==> config.mk <==
export PLATFORM = sky130hd
export DESIGN_NAME = mem_port_arbiter
export DESIGN_NICKNAME = d
export VERILOG_FILES = /design/src/rtl/mem_port_arbiter_pkg.sv /design/src/rtl/mem_port_mux.sv /design/src/rtl/mem_port_arbiter.sv
export SDC_FILE = /design/constraint.sdc
export NUM_CORES = 1
export LEC_CHECK = 0
export BUFFER_PORTS_ARGS = -buffer_cell sky130_fd_sc_hd__buf_2
export CAP_MARGIN = 10
export CORE_AREA = 5 5 68 82
export CTS_CLUSTER_DIAMETER = 30
export DETAILED_ROUTE_END_ITERATION = 10
export DIE_AREA = 0 0 73 87
export PLACE_DENSITY = 0.84
export SETUP_SLACK_MARGIN = 0.4
export SYNTH_ARGS = -nofsm -noshare
export SYNTH_HDL_FRONTEND = slang
export SYNTH_SLANG_ARGS = --single-unit
==> constraint.sdc <==
create_clock -name i_clk -period 2.4 [get_ports i_clk]
set_input_delay 0.24 -clock i_clk [delete_from_list [all_inputs] [get_ports i_clk]]
set_output_delay 0.24 -clock i_clk [all_outputs]
set_load 0.01 [all_outputs]
==> src/rtl/mem_port_arbiter_pkg.sv <==
// Shared types for the memory-port arbiter.
//  arb_state_t : arbiter FSM states (3-bit encoding)
//  owner_t     : who currently drives the memory port
//  sat_inc16   : saturating 16-bit increment used by the loader write counter
package mem_port_arbiter_pkg;

    typedef enum logic [2:0] {
        ARB_HOLD    = 3'd0,
        ARB_RUN     = 3'd1,
        ARB_DRAIN   = 3'd2,
        ARB_SERVICE = 3'd3,
        ARB_RESUME  = 3'd4
    } arb_state_t;

    typedef enum logic [1:0] {
        OWN_NONE   = 2'd0,
        OWN_LOADER = 2'd1,
        OWN_CPU    = 2'd2
    } owner_t;

    localparam int LOAD_CNT_W = 16;

    function automatic logic [LOAD_CNT_W-1:0] sat_inc16(input logic [LOAD_CNT_W-1:0] v);
        return (v == {LOAD_CNT_W{1'b1}}) ? v : v + 1'b1;
    endfunction

endpackage

==> src/rtl/mem_port_mux.sv <==
// Combinational owner-select for the single memory port.
//  i_owner           : current port owner (NONE/LOADER/CPU)
//  i_cpu_addr/we/data: CPU side request
//  i_ld_addr/we/data : loader side request (i_ld_we already qualified by grant)
//  o_mem_addr/we/din : to memory; all zero when nobody owns the port
module mem_port_mux
    import mem_port_arbiter_pkg::*;
#(
    parameter int ADDR_WIDTH = 16,
    parameter int DATA_WIDTH = 8
) (
    input  owner_t                  i_owner,
    input  logic [ADDR_WIDTH-1:0]   i_cpu_addr,
    input  logic                    i_cpu_we,
    input  logic [DATA_WIDTH-1:0]   i_cpu_data,
    input  logic [ADDR_WIDTH-1:0]   i_ld_addr,
    input  logic                    i_ld_we,
    input  logic [DATA_WIDTH-1:0]   i_ld_data,
    output logic [ADDR_WIDTH-1:0]   o_mem_addr,
    output logic                    o_mem_we,
    output logic [DATA_WIDTH-1:0]   o_mem_din
);

    always_comb begin
        o_mem_addr = '0;
        o_mem_we   = 1'b0;
        o_mem_din  = '0;
        case (i_owner)
            OWN_LOADER: begin
                o_mem_addr = i_ld_addr;
                o_mem_we   = i_ld_we;
                o_mem_din  = i_ld_data;
            end
            OWN_CPU: begin
                o_mem_addr = i_cpu_addr;
                o_mem_we   = i_cpu_we;
                o_mem_din  = i_cpu_data;
            end
            default: ;
        endcase
    end

endmodule

==> src/rtl/mem_port_arbiter.sv <==
// Shares the single memory port between an external loader and the CPU.
// Holds the CPU in reset while the loader fills memory, releases it on start,
// and halts it at an instruction boundary when the loader needs the port later.
//  i_clk, i_reset_n        : clock, async active-low reset
//  i_start                 : pulse, release CPU from HOLD
//  i_ld_req/we/addr/data   : loader request (level req)
//  o_ld_gnt/rvalid/rdata   : loader grant and read return (1-cycle latency)
//  i_cpu_addr/we/data      : CPU port request
//  i_instruction_done      : instruction-boundary pulse from decoder
//  o_cpu_reset_n/o_cpu_halt: CPU reset and fetch stall
//  o_mem_addr/we/din, i_mem_dout : memory port
//  o_owner                 : 0=NONE 1=LOADER 2=CPU
//  o_load_count            : granted loader writes, saturating
//  o_drain_timeout         : sticky, drain expired without instruction_done
module mem_port_arbiter
    import mem_port_arbiter_pkg::*;
#(
    parameter int ADDR_WIDTH    = 16,
    parameter int DATA_WIDTH    = 8,
    parameter int DRAIN_TIMEOUT = 64
) (
    input  logic                    i_clk,
    input  logic                    i_reset_n,
    input  logic                    i_start,
    input  logic                    i_ld_req,
    input  logic                    i_ld_we,
    input  logic [ADDR_WIDTH-1:0]   i_ld_addr,
    input  logic [DATA_WIDTH-1:0]   i_ld_data,
    output logic                    o_ld_gnt,
    output logic                    o_ld_rvalid,
    output logic [DATA_WIDTH-1:0]   o_ld_rdata,
    input  logic [ADDR_WIDTH-1:0]   i_cpu_addr,
    input  logic                    i_cpu_we,
    input  logic [DATA_WIDTH-1:0]   i_cpu_data,
    input  logic                    i_instruction_done,
    output logic                    o_cpu_reset_n,
    output logic                    o_cpu_halt,
    output logic [ADDR_WIDTH-1:0]   o_mem_addr,
    output logic                    o_mem_we,
    output logic [DATA_WIDTH-1:0]   o_mem_din,
    input  logic [DATA_WIDTH-1:0]   i_mem_dout,
    output logic [1:0]              o_owner,
    output logic [LOAD_CNT_W-1:0]   o_load_count,
    output logic                    o_drain_timeout
);

    localparam int TW = (DRAIN_TIMEOUT > 1) ? $clog2(DRAIN_TIMEOUT) : 1;

    arb_state_t             r_state;
    arb_state_t             w_next;
    logic                   r_start_pend;
    logic                   w_start_pend_nxt;
    logic [TW-1:0]          r_timer;
    logic                   w_expired;
    logic                   w_set_timeout;
    logic                   r_drain_timeout;
    logic [LOAD_CNT_W-1:0]  r_load_count;
    logic                   r_ld_rvalid;

    owner_t                 w_owner_fsm;
    logic                   w_gnt_fsm;
    logic                   w_cpu_reset_n;
    logic                   w_cpu_halt;

    owner_t                 w_owner;
    logic                   w_ld_gnt;

    assign w_expired = (r_timer == TW'(DRAIN_TIMEOUT - 1));

    always_ff @(posedge i_clk or negedge i_reset_n) begin
        if (!i_reset_n) begin
            r_state      <= ARB_HOLD;
            r_start_pend <= 1'b0;
        end else begin
            r_state      <= w_next;
            r_start_pend <= w_start_pend_nxt;
        end
    end

    always_comb begin
        w_next           = r_state;
        w_start_pend_nxt = r_start_pend;
        w_set_timeout    = 1'b0;
        w_owner_fsm      = OWN_NONE;
        w_gnt_fsm        = 1'b0;
        w_cpu_reset_n    = 1'b1;
        w_cpu_halt       = 1'b0;
        case (r_state)
            ARB_HOLD: begin
                w_cpu_reset_n = 1'b0;
                w_gnt_fsm     = i_ld_req;
                w_owner_fsm   = i_ld_req ? OWN_LOADER : OWN_NONE;
                // A start seen while the loader is busy is remembered and
                // honoured on the first cycle the loader lets go.
                if (i_start || r_start_pend) begin
                    if (!i_ld_req) begin
                        w_next           = ARB_RUN;
                        w_start_pend_nxt = 1'b0;
                    end else begin
                        w_start_pend_nxt = 1'b1;
                    end
                end
            end
            ARB_RUN: begin
                w_owner_fsm = OWN_CPU;
                if (i_ld_req) w_next = ARB_DRAIN;
            end
            ARB_DRAIN: begin
                // CPU keeps the port to finish its current instruction.
                w_owner_fsm = OWN_CPU;
                w_cpu_halt  = 1'b1;
                if (!i_ld_req) begin
                    w_next = ARB_RUN;
                end else if (i_instruction_done) begin
                    w_next = ARB_SERVICE;
                end else if (w_expired) begin
                    w_next        = ARB_SERVICE;
                    w_set_timeout = 1'b1;
                end
            end
            ARB_SERVICE: begin
                w_owner_fsm = OWN_LOADER;
                w_gnt_fsm   = i_ld_req;
                w_cpu_halt  = 1'b1;
                if (!i_ld_req) w_next = ARB_RESUME;
            end
            ARB_RESUME: begin
                w_cpu_halt = 1'b1;
                w_next     = ARB_RUN;
            end
            default: begin
                w_next = ARB_HOLD;
            end
        endcase
    end

    // During reset the state is already HOLD, but the loader must not be
    // granted off a still-asserted ld_req; gate grant and ownership directly.
    assign w_ld_gnt = w_gnt_fsm & i_reset_n;
    assign w_owner  = i_reset_n ? w_owner_fsm : OWN_NONE;

    always_ff @(posedge i_clk or negedge i_reset_n) begin
        if (!i_reset_n) begin
            r_timer <= '0;
        end else if (r_state == ARB_DRAIN) begin
            r_timer <= r_timer + TW'(1);
        end else begin
            r_timer <= '0;
        end
    end

    always_ff @(posedge i_clk or negedge i_reset_n) begin
        if (!i_reset_n) begin
            r_drain_timeout <= 1'b0;
            r_load_count    <= '0;
            r_ld_rvalid     <= 1'b0;
        end else begin
            if (w_set_timeout) r_drain_timeout <= 1'b1;
            if (w_ld_gnt && i_ld_we) r_load_count <= sat_inc16(r_load_count);
            r_ld_rvalid <= w_ld_gnt & ~i_ld_we;
        end
    end

    mem_port_mux #(
        .ADDR_WIDTH (ADDR_WIDTH),
        .DATA_WIDTH (DATA_WIDTH)
    ) u_mux (
        .i_owner    (w_owner),
        .i_cpu_addr (i_cpu_addr),
        .i_cpu_we   (i_cpu_we),
        .i_cpu_data (i_cpu_data),
        .i_ld_addr  (i_ld_addr),
        .i_ld_we    (i_ld_we & w_ld_gnt),
        .i_ld_data  (i_ld_data),
        .o_mem_addr (o_mem_addr),
        .o_mem_we   (o_mem_we),
        .o_mem_din  (o_mem_din)
    );

    assign o_ld_gnt        = w_ld_gnt;
    assign o_ld_rvalid     = r_ld_rvalid;
    assign o_ld_rdata      = i_mem_dout;
    assign o_cpu_reset_n   = w_cpu_reset_n;
    assign o_cpu_halt      = w_cpu_halt;
    assign o_owner         = w_owner;
    assign o_load_count    = r_load_count;
    assign o_drain_timeout = r_drain_timeout;

endmodule

==> results by group, run 1 <==
Floorplan
  – Starting Density: 0.3792
  – Die Y: just under 90 µm
  – CORE AREA: roughly 0.0048 mm²
  – Num rows: 28
  – Die Width: between 70 and 80 µm
  – IO Pins: ~120
  – Full die area: 0.006351 mm²

GRT
  – Total Routing Usage GR: 0.1737
  – Global-route wire length before repair: 8832 µm
  – Vias in the first global route: between 1,500 and 2,000
  – GR Layer Usage met1: 0.2029
  – Met3 GRT Util: 0.04157
  – Grt peak-use layer: met2
  – Largest net degree at the start of global routing: 30
  – Initial antenna violation count: 0
  – GRT overflow: 0
  – Met2 Usage GRT: 0.3116

Logic synthesis
  – Synth Instances: ~210
  – Yosys cell types: 33
  – Dominant synthesized flop cell: dfrtp_1
  – Post-synthesis cell area: roughly 0.0018 mm²
  – Syn Nets: ~280
  – Flop and latch count out of synthesis: 28
  – Syn_area_per_cell: 8.563 µm²
  – Post-synth ARST share: 1.000
  – YS warnings: 0
  – Post-synth EDFFs: 0
  – Sequential element share of the synthesized area: 0.3878

STA
  – Setup TNS: 0 ns
  – Final setup vio count: 0
  – RSZ-0062 raised after global routing: yes
  – WHS: -0.009841 ns
  – Max_slew headroom: 0.7403
  – Slew Limit Fails: 0
  – Clock Skews: approximately 0.012 ns
  – Fmax: 473.4 MHz
  – Worst setup margin: 0.2877 ns
  – Hold Violations, Final: 16
  – Final Cycle Share: 0.8801
  – Period minus WS final: between 2 and 2.5 ns
  – Worst Tran Pin Value: 0.3846 ns

Finish
  – Filler cells: roughly 420
  – Number of diodes: 0
  – Layout cells sized above 1: 0.4984
  – Fin nets: between 300 and 400
  – Non-Filler Instances: 375
  – Synthesis-to-layout area growth: 49.65%

Pwr
  – Peak VDD IR: just under 0.0003 V
  – Leak pwr: approximately 1.4 nW
  – Pwr dens: ~850 mW/mm²
  – Post-layout total power: between 0.002 and 0.0025 W

CTS
  – CTS tree: done
  – Hold Buf Count CTS: 0
  – H-tree lvl count: 1
  – Clock Latency Late Sink: around 0.28 ns
  – Maximum root-to-sink buffer count: 2
  – Clock buffer count from CTS: 3
  – Root buf cell: clkbuf_8
  – Clock Sinks: 28
  – CTS clock-pin slew for the worst setup and hold paths: around 0.10 ns

Flow run
  – Max cap viols: 0

Detailed routing
  – DRC: 0
  – Total number of vias: around 2,000
  – DR WL/cell: about 16 µm
  – Routed Antenna Nets: 0
  – Initial DRC Count: 55
  – Drt first pass iters: 4
  – Vias/cell: between 5 and 6
  – Routed WL: around 6000 µm

Critical path
  – Slowest cell delay on critical path: between 0.4 and 0.5 ns
  – CP Launch Point: r_state[1]$_DFFE_PN0P_
  – Setup crit end: o_mem_addr[8]
  – Worst-path fanout max: 13
  – Data required time at the worst endpoint: between 2 and 2.5 ns
  – Crit-path slowest cell: dfrtp_2
  – Startpoint types: register
  – Critical R2R Capture: o_load_count[1]$_DFFE_PN0P_
  – CP arrival: between 1.5 and 2 ns
  – WP depth: 8
  – R2R depth: 5
  – Worst R2R Setup Slack: approximately 0.45 ns
  – Crit Path Class: reg -> out
  – Cell Chain, Critical Path: xor2_4, nand2_2, inv_2, ha_4, buf_12, a22oi_2, nor2_1, buf_2
  – Crit-path leading delay family: flip-flops
  – Crit path capture type: output pin
  – Buf+Inv Stages, Crit Path: 3
  – Reg-to-Reg Start: o_load_count[0]$_DFFE_PN0P_

Run status
  – Failing checks: negative hold slack
  – Status: finished with violations

Place
  – Inst Count DP: between 300 and 400
  – RePlAce Congestion: 0.7742
  – Pre-CTS setup slack: about 0.18 ns
  – Hpwl dp: about 4300 µm
  – Port bufs: about 100

Hold path
  – Hold crit path type: in -> async
-- metrics by stage --
| stage | area, µm² | util |
|---|---|---|
| 6_report | 2704 | 0.5675 |
| 5_1_grt | 2704 | 0.5675 |
| 3_3_place_gp | 2316 | 0.4861 |
| 4_1_cts | 2561 | 0.5376 |
| 3_5_place_dp | 2316 | 0.4861 |
| 2_1_floorplan | 1823 | - |
-- worst reg2reg max path: stages (launching register included) --
cell and delay [ns]:
dfrtp_1 0.43, ha_2 0.22, nand4_1 0.14, or4_4 0.58, and2_4 0.19, mux2_4 0.28
-- Yosys cell counts, drive strengths merged, types with 2 or more instances --
cell type  instances  area, µm²
nor2              44      165.2
dfrtp             28      700.7
a22oi             25      187.7
xnor2             13      113.9
buf               12      80.08
clkbuf            11      41.29
nand2             11      41.29
nand4             11      68.82
nand3             10      50.05
and3               7      43.79
xor2               6      52.55
and2               5      33.78
ha                 4      50.05
nand2b             4      25.02
inv                3      11.26
a31oi              2      12.51
mux2               2      26.27
nor4               2      18.77
-- how the worst min path moves through the flow --
stage,slack [ns],to,depth (start not counted)
5_1_grt,0.02,o_load_count[2]$_DFFE_PN0P_,2
3_5_place_dp,0.32,o_load_count[3]$_DFFE_PN0P_,2
6_report,-0.01,o_load_count[1]$_DFFE_PN0P_,2
3_3_place_gp,0.31,o_load_count[6]$_DFFE_PN0P_,2
2_1_floorplan,-0.06,o_drain_timeout$_DFFE_PN0P_,0
4_1_cts,0.006,o_load_count[3]$_DFFE_PN0P_,2
-- kinds of logic (layout without fill, tap and decap cells) --
kind of cell / Yosys count / after routing / share of synthesized area
buffers and inverters: 26 / 130 / 0.07341
adder cells (fa/ha/maj): 4 / 4 / 0.02770
multiplexers: 2 / 2 / 0.01454
AND/OR/NAND/NOR: 101 / 101 / 0.2770
flip-flops: 28 / 28 / 0.3878
AO/OA/AOI/OAI: 31 / 31 / 0.1274
XOR/XNOR: 19 / 19 / 0.09211
-- routing by layer --
| layer | share of wire | up-vias | wire length, µm |
|---|---|---|---|
| li1 | - | 939 | - |
| met1 | 0.38 | 943 | 2306 |
| met2 | 0.51 | 105 | 3051 |
| met3 | 0.099 | 8 | 599 |
| met4 | 0.011 | 0 | 68 |
| met5 | 0 | - | 0 |
-- area by class of cell --
cell class	count	area, µm²	share of cell area
clock buffers	3	41.29	0.01527
clock inverters	1	30.03	0.01111
inverters	3	11.26	0.004165
multi-input cells	157	1097	0.4058
flip-flops and latches	28	703.2	0.2601
well taps	60	75.07	0.02776
repair buffers	123	745.7	0.2758
-- where the power goes --
part / internal (W) / switching, W / leakage (nW)
registers: 0.000542 / 0.000106 / 0.377
clock network: 0.000224 / 0.000154 / 0.0357
logic: 0.000626 / 0.000651 / 0.947
-- registers in the layout, summed over array words and instances (netlist names) --
register,flops
r_state,3
o_ld_rvalid,1
r_start_pend,1
o_load_count,16
r_timer,6
o_drain_timeout,1
-- cells in the final DEF (no fill, tap or decap), types with 2 or more instances in the layout --
cell type    n
a22oi_1     15
a22oi_2     10
inv_1        2
clkbuf_16    2
nand3_1     10
dfrtp_2      2
buf_2      102
nand4_1     11
buf_4       15
a31oi_1      2
xor2_1       5
nand2_1      7
nand2_2      4
nor2_4       2
and2_1       3
dfrtp_1     26
nor2_1      42
ha_4         2
clkbuf_8     3
nand2b_1     4
and3_1       7
buf_12       2
xnor2_1     13
and2_4       2
-- timing repair --
item	4_1_cts	5_1_grt
setup endpoints to repair	26	26
pin swaps	9	11
buffers inserted	4	9
cloned	1	2
gates resized for setup	28	7
(Power assumes the default switching activity.)
==> run 2: changes to the inputs <==
- GPL_TIMING_DRIVEN: unset -> 0
==> run 2 against run 1 <==
The flow now finishes without violations. First-iteration DRC count down 3.6%. Clock-buffer cell count up 1. Sequential power shrank 4.9%. Worst hold slack gained 0.17 ns. Cell area grew 16%. Clock power down 25%. Sequential share of layout area fell by 3.5 points. Global-route usage is 2.8 points higher. Power up 21%. Largest power group unchanged. Highest routed layer unchanged.
==> results by group, run 2 (synthesized netlist as in run 1, its figures left out) <==
Critical path
  – Worst-path fanout max: 5 (-8)
  – Most used cell, CP: nand2_2
  – Crit Path Class: reg -> out
  – CP arrival: 1.98 ns (+0.11 ns)
  – Crit-path leading delay family: buffers and inverters
  – Data required time at the worst endpoint: 2.16 ns (about the same)
  – Crit path capture type: output pin
  – Buf+Inv Stages, Crit Path: 4 (+1)
  – Startpoint types: register
  – Slowest cell delay on critical path: 0.39 ns (-0.09 ns)
  – Crit-path slowest cell: dfrtp_1
  – Cell Chain, Critical Path: buf_6, nor2_4, nand2_2, nand2_2, nand2_2, ha_4, buf_8, clkbuf_16, a22oi_2, nor2_4, buf_6

Run status
  – Status: finished clean

Finish
  – Post-layout util: 0.6560 (+0.08850)
  – Number of diodes: 0 (unchanged)
  – Fin nets: 412 (+7.6%)
  – Commonest non-fill, non-tap cells in the layout: buf_2 (104), nor2_1 (29), dfrtp_1 (27)
  – Max reg flops: 16 (unchanged)
  – Reg area: 701.9 µm² (-0.18%)
  – Area of the multi-input gates: 0.001204 mm² (+9.7%)
  – Design Area, Final: 0.003126 mm² (+16%)
  – Filler cells: 380 (-10%)
  – Layout cells sized above 1: 0.5901 (+0.09170)
  – Commonest non-fill, non-tap cell in the layout: buf_2
  – Synthesis-to-layout area growth: 72.99%

STA
  – Slew Limit Fails: 0 (unchanged)
  – Clock Skews: 0.003064 ns (-0.008721 ns)
  – Max_slew headroom: 0.7430 (+0.002616)
  – Final Cycle Share: 0.9263 (+0.04612)
  – Final setup vio count: 0 (unchanged)
  – Period minus WS final: 2.223 ns (+0.1107 ns)
  – RSZ-0062 raised after global routing: yes
  – Fmax: 449.8 MHz (-5.0%)
  – Worst Tran Pin Value: 0.3827 ns (-0.001917 ns)
  – Hold Violations, Final: 0 (-16)

Detailed routing
  – DRC: 0 (unchanged)
  – Initial DRC Count: 53 (-3.6%)
  – DR WL/cell: 17.10 µm (+6.4%)
  – Routed Antenna Nets: 0 (unchanged)
  – Total number of vias: 2,138 (+7.2%)
  – Routed WL: 6908 µm (+15%)
  – Drt first pass iters: 4 (unchanged)
  – Vias/cell: 5.292 (-0.52%)

CTS
  – Clock buffer count from CTS: 3 (unchanged)
  – Maximum root-to-sink buffer count: 2 (unchanged)
  – H-tree lvl count: 1 (unchanged)
  – Root buf cell: clkbuf_8
  – CTS clock-pin slew for the worst setup and hold paths: 0.09 ns (about the same)
  – CTS tree: done
  – Clock Sinks: 28 (unchanged)
  – Clock Latency Late Sink: 0.27 ns (about the same)

GRT
  – Largest net degree at the start of global routing: 29 (-3.3%)
  – Initial antenna violation count: 0 (unchanged)
  – Total Routing Usage GR: 0.2020 (+0.02835)
  – Vias in the first global route: 2,201 (+19%)
  – Global-route wire length before repair: 10,120 µm (+15%)
  – GRT overflow: 0 (unchanged)

Floorplan
  – Die Y: 87 µm (unchanged)
  – Die Width: 73 µm (unchanged)
  – Starting Density: 0.3792 (unchanged)
  – CORE AREA: 0.004765 mm² (unchanged)
  – Num rows: 28 (unchanged)
  – Full die area: 0.006351 mm² (unchanged)
  – IO Pins: 119 (unchanged)

Pwr
  – Peak VDD IR: 0.0003651 V (+24%)
  – Pwr dens: 891.5 mW/mm² (+4.7%)
  – Post-layout total power: 0.002786 W (+21%)
  – Leak pwr: 1.536 nW (+13%)

Place
  – Dpl cell area: 0.002444 mm² (+5.5%)
  – Port bufs: 109 (+6.9%)
  – RePlAce Congestion: 0.8319 (+7.5%)
  – Hpwl dp: 4614 µm (+6.2%)

Hold path
  – Hold crit path type: in -> reg

Flow run
  – Max cap viols: 0 (unchanged)
-- run 2: cell count changes in the layout (fill, tap and decap cells not counted), moves of 2 or more --
| cell | delta |
|---|---|
| buf_2 | +2 |
| clkbuf_16 | +3 |
| buf_4 | +5 |
| buf_6 | +10 |
| clkbuf_1 | +2 |
| a22oi_2 | +8 |
| buf_8 | +7 |
| nor2_1 | -13 |
| a22oi_1 | -8 |
| clkbuf_8 | +3 |
| nor2_2 | +8 |
| nor2_4 | +5 |
-- run 2: path summary, 6_finish.rpt --
path,slack (ns),to,from,cells after the start
hold reg to reg,0.46,o_drain_timeout$_DFFE_PN0P_,o_drain_timeout$_DFFE_PN0P_,1
hold / removal,0.16,o_ld_rvalid$_DFF_PN0_,i_ld_we,2
setup / recovery,0.18,o_mem_addr[8],r_state[1]$_DFFE_PN0P_,11
min in group asynchronous,0.54,o_load_count[4]$_DFFE_PN0P_,i_reset_n,3
max in group asynchronous,1.69,o_load_count[0]$_DFFE_PN0P_,i_reset_n,3
setup reg to reg,0.50,o_load_count[1]$_DFFE_PN0P_,o_load_count[0]$_DFFE_PN0P_,5
-- run 2: final cells by class --
type | instances | share of cell area
plain buffers | 23 | 0.09127
clock buffers | 4 | 0.01761
inverters | 3 | 0.003603
multi-input cells | 157 | 0.3851
flip-flops and latches | 28 | 0.2246
well taps | 60 | 0.02402
repair buffers | 129 | 0.2538
-- run 2: worst reg2reg max path, delay by kind of cell (launching register included) --
family                   cells  cell delay [ns]
adder cells (fa/ha/maj)      1             0.22
AND/OR/NAND/NOR              3             0.88
multiplexers                 1             0.28
flip-flops                   1             0.42
-- run 2: metal layers --
layer	global-route usage	share of wire	up-vias
met2	0.3637	0.50	111
met4	0.05201	0.011	0
met1	0.2377	0.39	1019
met5	0	0	-
li1	-	-	1001
met3	0.04619	0.10	7
-- run 2: power by group --
group / total, W / internal [W] / leakage, nW / switching (W)
Combinational: 0.00189 / 0.000975 / 1.13 / 0.000912
Clock: 0.000284 / 0.000147 / 0.0288 / 0.000137
Sequential: 0.000616 / 0.000541 / 0.379 / 0.0000746
Total: 0.00279 / 0.00166 / 1.54 / 0.00112
-- run 2: timing repair --
item,CTS,global route
resized for setup,67,33
pin swaps,11,13
hold endpoints to repair,28,0
cloned,5,0
setup buffers,11,2
endpoints found under the setup margin,25,37
hold buffers,2,0
-- run 2: through the flow --
| stage | TNS, ns | hold WS, ns | cells | setup WS (ns) |
|---|---|---|---|---|
| 2_1_floorplan | 0 | -0.05559 | 211 | 0.4035 |
| 3_3_place_gp | -4.121 | 0.2940 | 380 | -0.3026 |
| 3_5_place_dp | -4.867 | 0.3036 | 380 | -0.3473 |
| 4_1_cts | 0 | 0.1552 | 402 | 0.1703 |
| 5_1_grt | 0 | 0.1488 | 404 | 0.07477 |
| 6_report | 0 | 0.1599 | 404 | 0.1770 |
==> run 3: changes to the inputs <==
- CORE_AREA: 5 5 68 82 -> 2 2 65 79
- CTS_BUF_LIST: unset -> sky130_fd_sc_hd__clkbuf_4
- DIE_AREA: 0 0 73 87 -> 0 0 67 81
==> run 3 against run 2 <==
Critical path depth did not move. Worst hold slack got worse by 0.068 ns. Clock power fell by 29%. Largest power group unchanged. Power fell by 3.5%. Largest cell class unchanged. Clock-buffer cell count fell by 1.
==> results by group, run 3 (synthesized netlist as in run 1, its figures left out) <==
Finish
  – Layout cells sized above 1: 0.5865 (-0.003606)
  – Max reg flops: 16 (unchanged)
  – Fin nets: 409 (-0.73%)
  – Commonest non-fill, non-tap cells in the layout: buf_2 (102), nor2_1 (27), dfrtp_1 (27)
  – Non-Filler Instances: 401 (-0.74%)
  – Number of diodes: 0 (unchanged)
  – Synthesis-to-layout area growth: 71.47%
  – Commonest non-fill, non-tap cell in the layout: buf_2

Hold path
  – Hold crit path type: in -> reg

STA
  – Hold Violations, Final: 0 (unchanged)
  – Period minus WS final: 2.321 ns (+0.09788 ns)
  – RSZ-0062 raised after global routing: yes
  – Slew Limit Fails: 0 (unchanged)
  – Final Cycle Share: 0.9670 (+0.04078)
  – Clock Skews: 0.001899 ns (-0.001166 ns)
  – WHS: 0.09186 ns (-0.06809 ns)
  – Fmax: 430.9 MHz (-4.2%)
  – Final setup vio count: 0 (unchanged)
  – Worst Tran Pin Value: 0.3794 ns (-0.003315 ns)
  – Max_slew headroom: 0.7452 (+0.002227)

Pwr
  – Leak pwr: 1.506 nW (-2.0%)
  – Pwr dens: 868.2 mW/mm² (-2.6%)
  – Peak VDD IR: 0.0003763 V (+3.1%)

Detailed routing
  – DR WL/cell: 15.62 µm (-8.7%)
  – Vias/cell: 5.207 (-1.6%)
  – Drt first pass iters: 4 (unchanged)
  – Routed Antenna Nets: 0 (unchanged)
  – DRC: 0 (unchanged)
  – Routed WL: 6263 µm (-9.3%)
  – Initial DRC Count: 43 (-19%)
  – Total number of vias: 2,088 (-2.3%)

Place
  – Hpwl dp: 4141 µm (-10%)
  – Port bufs: 109 (unchanged)
  – Inst Count DP: 380 (unchanged)
  – RePlAce Congestion: 0.8368 (+0.59%)

Floorplan
  – Starting Density: 0.3792 (unchanged)
  – CORE AREA: 0.004765 mm² (unchanged)
  – Die Y: 81 µm (-6.9%)
  – Num rows: 28 (unchanged)
  – IO Pins: 119 (unchanged)
  – Die Width: 67 µm (-8.2%)
  – Full die area: 0.005427 mm² (-15%)

CTS
  – H-tree lvl count: 1 (unchanged)
  – Maximum root-to-sink buffer count: 2 (unchanged)
  – Clock Latency Late Sink: 0.33 ns (+0.06 ns)
  – CTS clock-pin slew for the worst setup and hold paths: 0.15 ns (+0.06 ns)
  – Clock Sinks: 28 (unchanged)
  – Root buf cell: clkbuf_4
  – Clock buffer count from CTS: 3 (unchanged)
  – CTS tree: done

Flow run
  – Max cap viols: 0 (unchanged)

Critical path
  – CP arrival: 2.08 ns (+0.10 ns)
  – Startpoint types: register
  – Worst-path fanout max: 5 (unchanged)
  – Crit Path Class: reg -> out
  – Data required time at the worst endpoint: 2.16 ns (about the same)
  – Crit path capture type: output pin

GRT
  – GRT overflow: 0 (unchanged)
  – Vias in the first global route: 1,936 (-12%)
  – Largest net degree at the start of global routing: 29 (unchanged)
  – Initial antenna violation count: 0 (unchanged)
  – Global-route wire length before repair: 8756 µm (-13%)
  – Total Routing Usage GR: 0.2150 (+0.01302)

Run status
  – Status: finished clean
-- run 3: cell types whose count changed in the layout (fill, tap and decap cells not counted), sizes merged --
cell    delta
clkbuf     -2
clkinv     +1
buf        -2
-- run 3: timing repair --
| item | 4_1_cts | 5_1_grt |
|---|---|---|
| gates cloned | 6 | 0 |
| gates resized for setup | 88 | 23 |
| setup buffers | 9 | 0 |
| hold buffers | 2 | 0 |
| endpoints found under the hold margin | 28 | 0 |
| pin swaps | 9 | 16 |
| setup endpoints to repair | 25 | 30 |
-- run 3: layout make-up --
class / count / area (µm²)
plain buffers: 23 / 277.8
clock buffers: 3 / 22.52
repair buffers: 126 / 777.0
clock inverters: 1 / 3.754
well taps: 60 / 75.07
fillers: 387 / 1667
flip-flops and latches: 28 / 701.9
inverters: 3 / 11.26
multi-input cells: 157 / 1229
-- run 3: worst max-delay path, stage by stage, from the launching register on --
cell       delay [ns]
dfrtp_1          0.40
buf_6            0.14
nor2_4           0.11
nand2_2          0.07
nand2_2          0.11
and2_4           0.16
ha_4             0.14
buf_8            0.13
clkbuf_16        0.14
a22oi_2          0.09
nor2_4           0.14
buf_6            0.11
-- run 3: where the power goes --
group          leakage (nW)  switching (W)  internal, W
logic                  1.11       0.000917     0.000957
registers             0.379      0.0000749     0.000541
clock network        0.0154       0.000140    0.0000612
-- run 3: final timing paths --
path	startpoint	slack, ns	endpoint	cells past startpoint
max in group asynchronous	i_reset_n	1.79	o_load_count[0]$_DFFE_PN0P_	3
min reg2reg	o_drain_timeout$_DFFE_PN0P_	0.50	o_drain_timeout$_DFFE_PN0P_	1
min in group asynchronous	i_reset_n	0.45	o_load_count[2]$_DFFE_PN0P_	3
max	r_state[0]$_DFFE_PN0P_	0.08	o_mem_din[1]	11
min	i_ld_we	0.09	o_ld_rvalid$_DFF_PN0_	2
max reg2reg	o_load_count[1]$_DFFE_PN0P_	0.48	o_load_count[1]$_DFFE_PN0P_	5
-- run 3: stage by stage --
step	total power, W	instance area (µm²)	setup slack, ns	utilization	TNS, ns
finish	0.002690	3098	0.07910	0.6502	0
global route	0.002840	3098	0.0001485	0.6502	0
CTS	0.002568	3039	0.09314	0.6379	0
detailed placement	0.001598	2444	-0.2919	0.5129	-5.129
global placement	0.001581	2444	-0.2908	0.5129	-4.783
floorplan	0.001247	1823	0.4035	-	0
-- run 3: per-layer routing --
| layer | global-route usage | routed length (µm) |
|---|---|---|
| met5 | 0 | 0 |
| met4 | 0.05918 | 42 |
| met3 | 0.03324 | 552 |
| met2 | 0.4020 | 3194 |
| met1 | 0.2496 | 2474 |
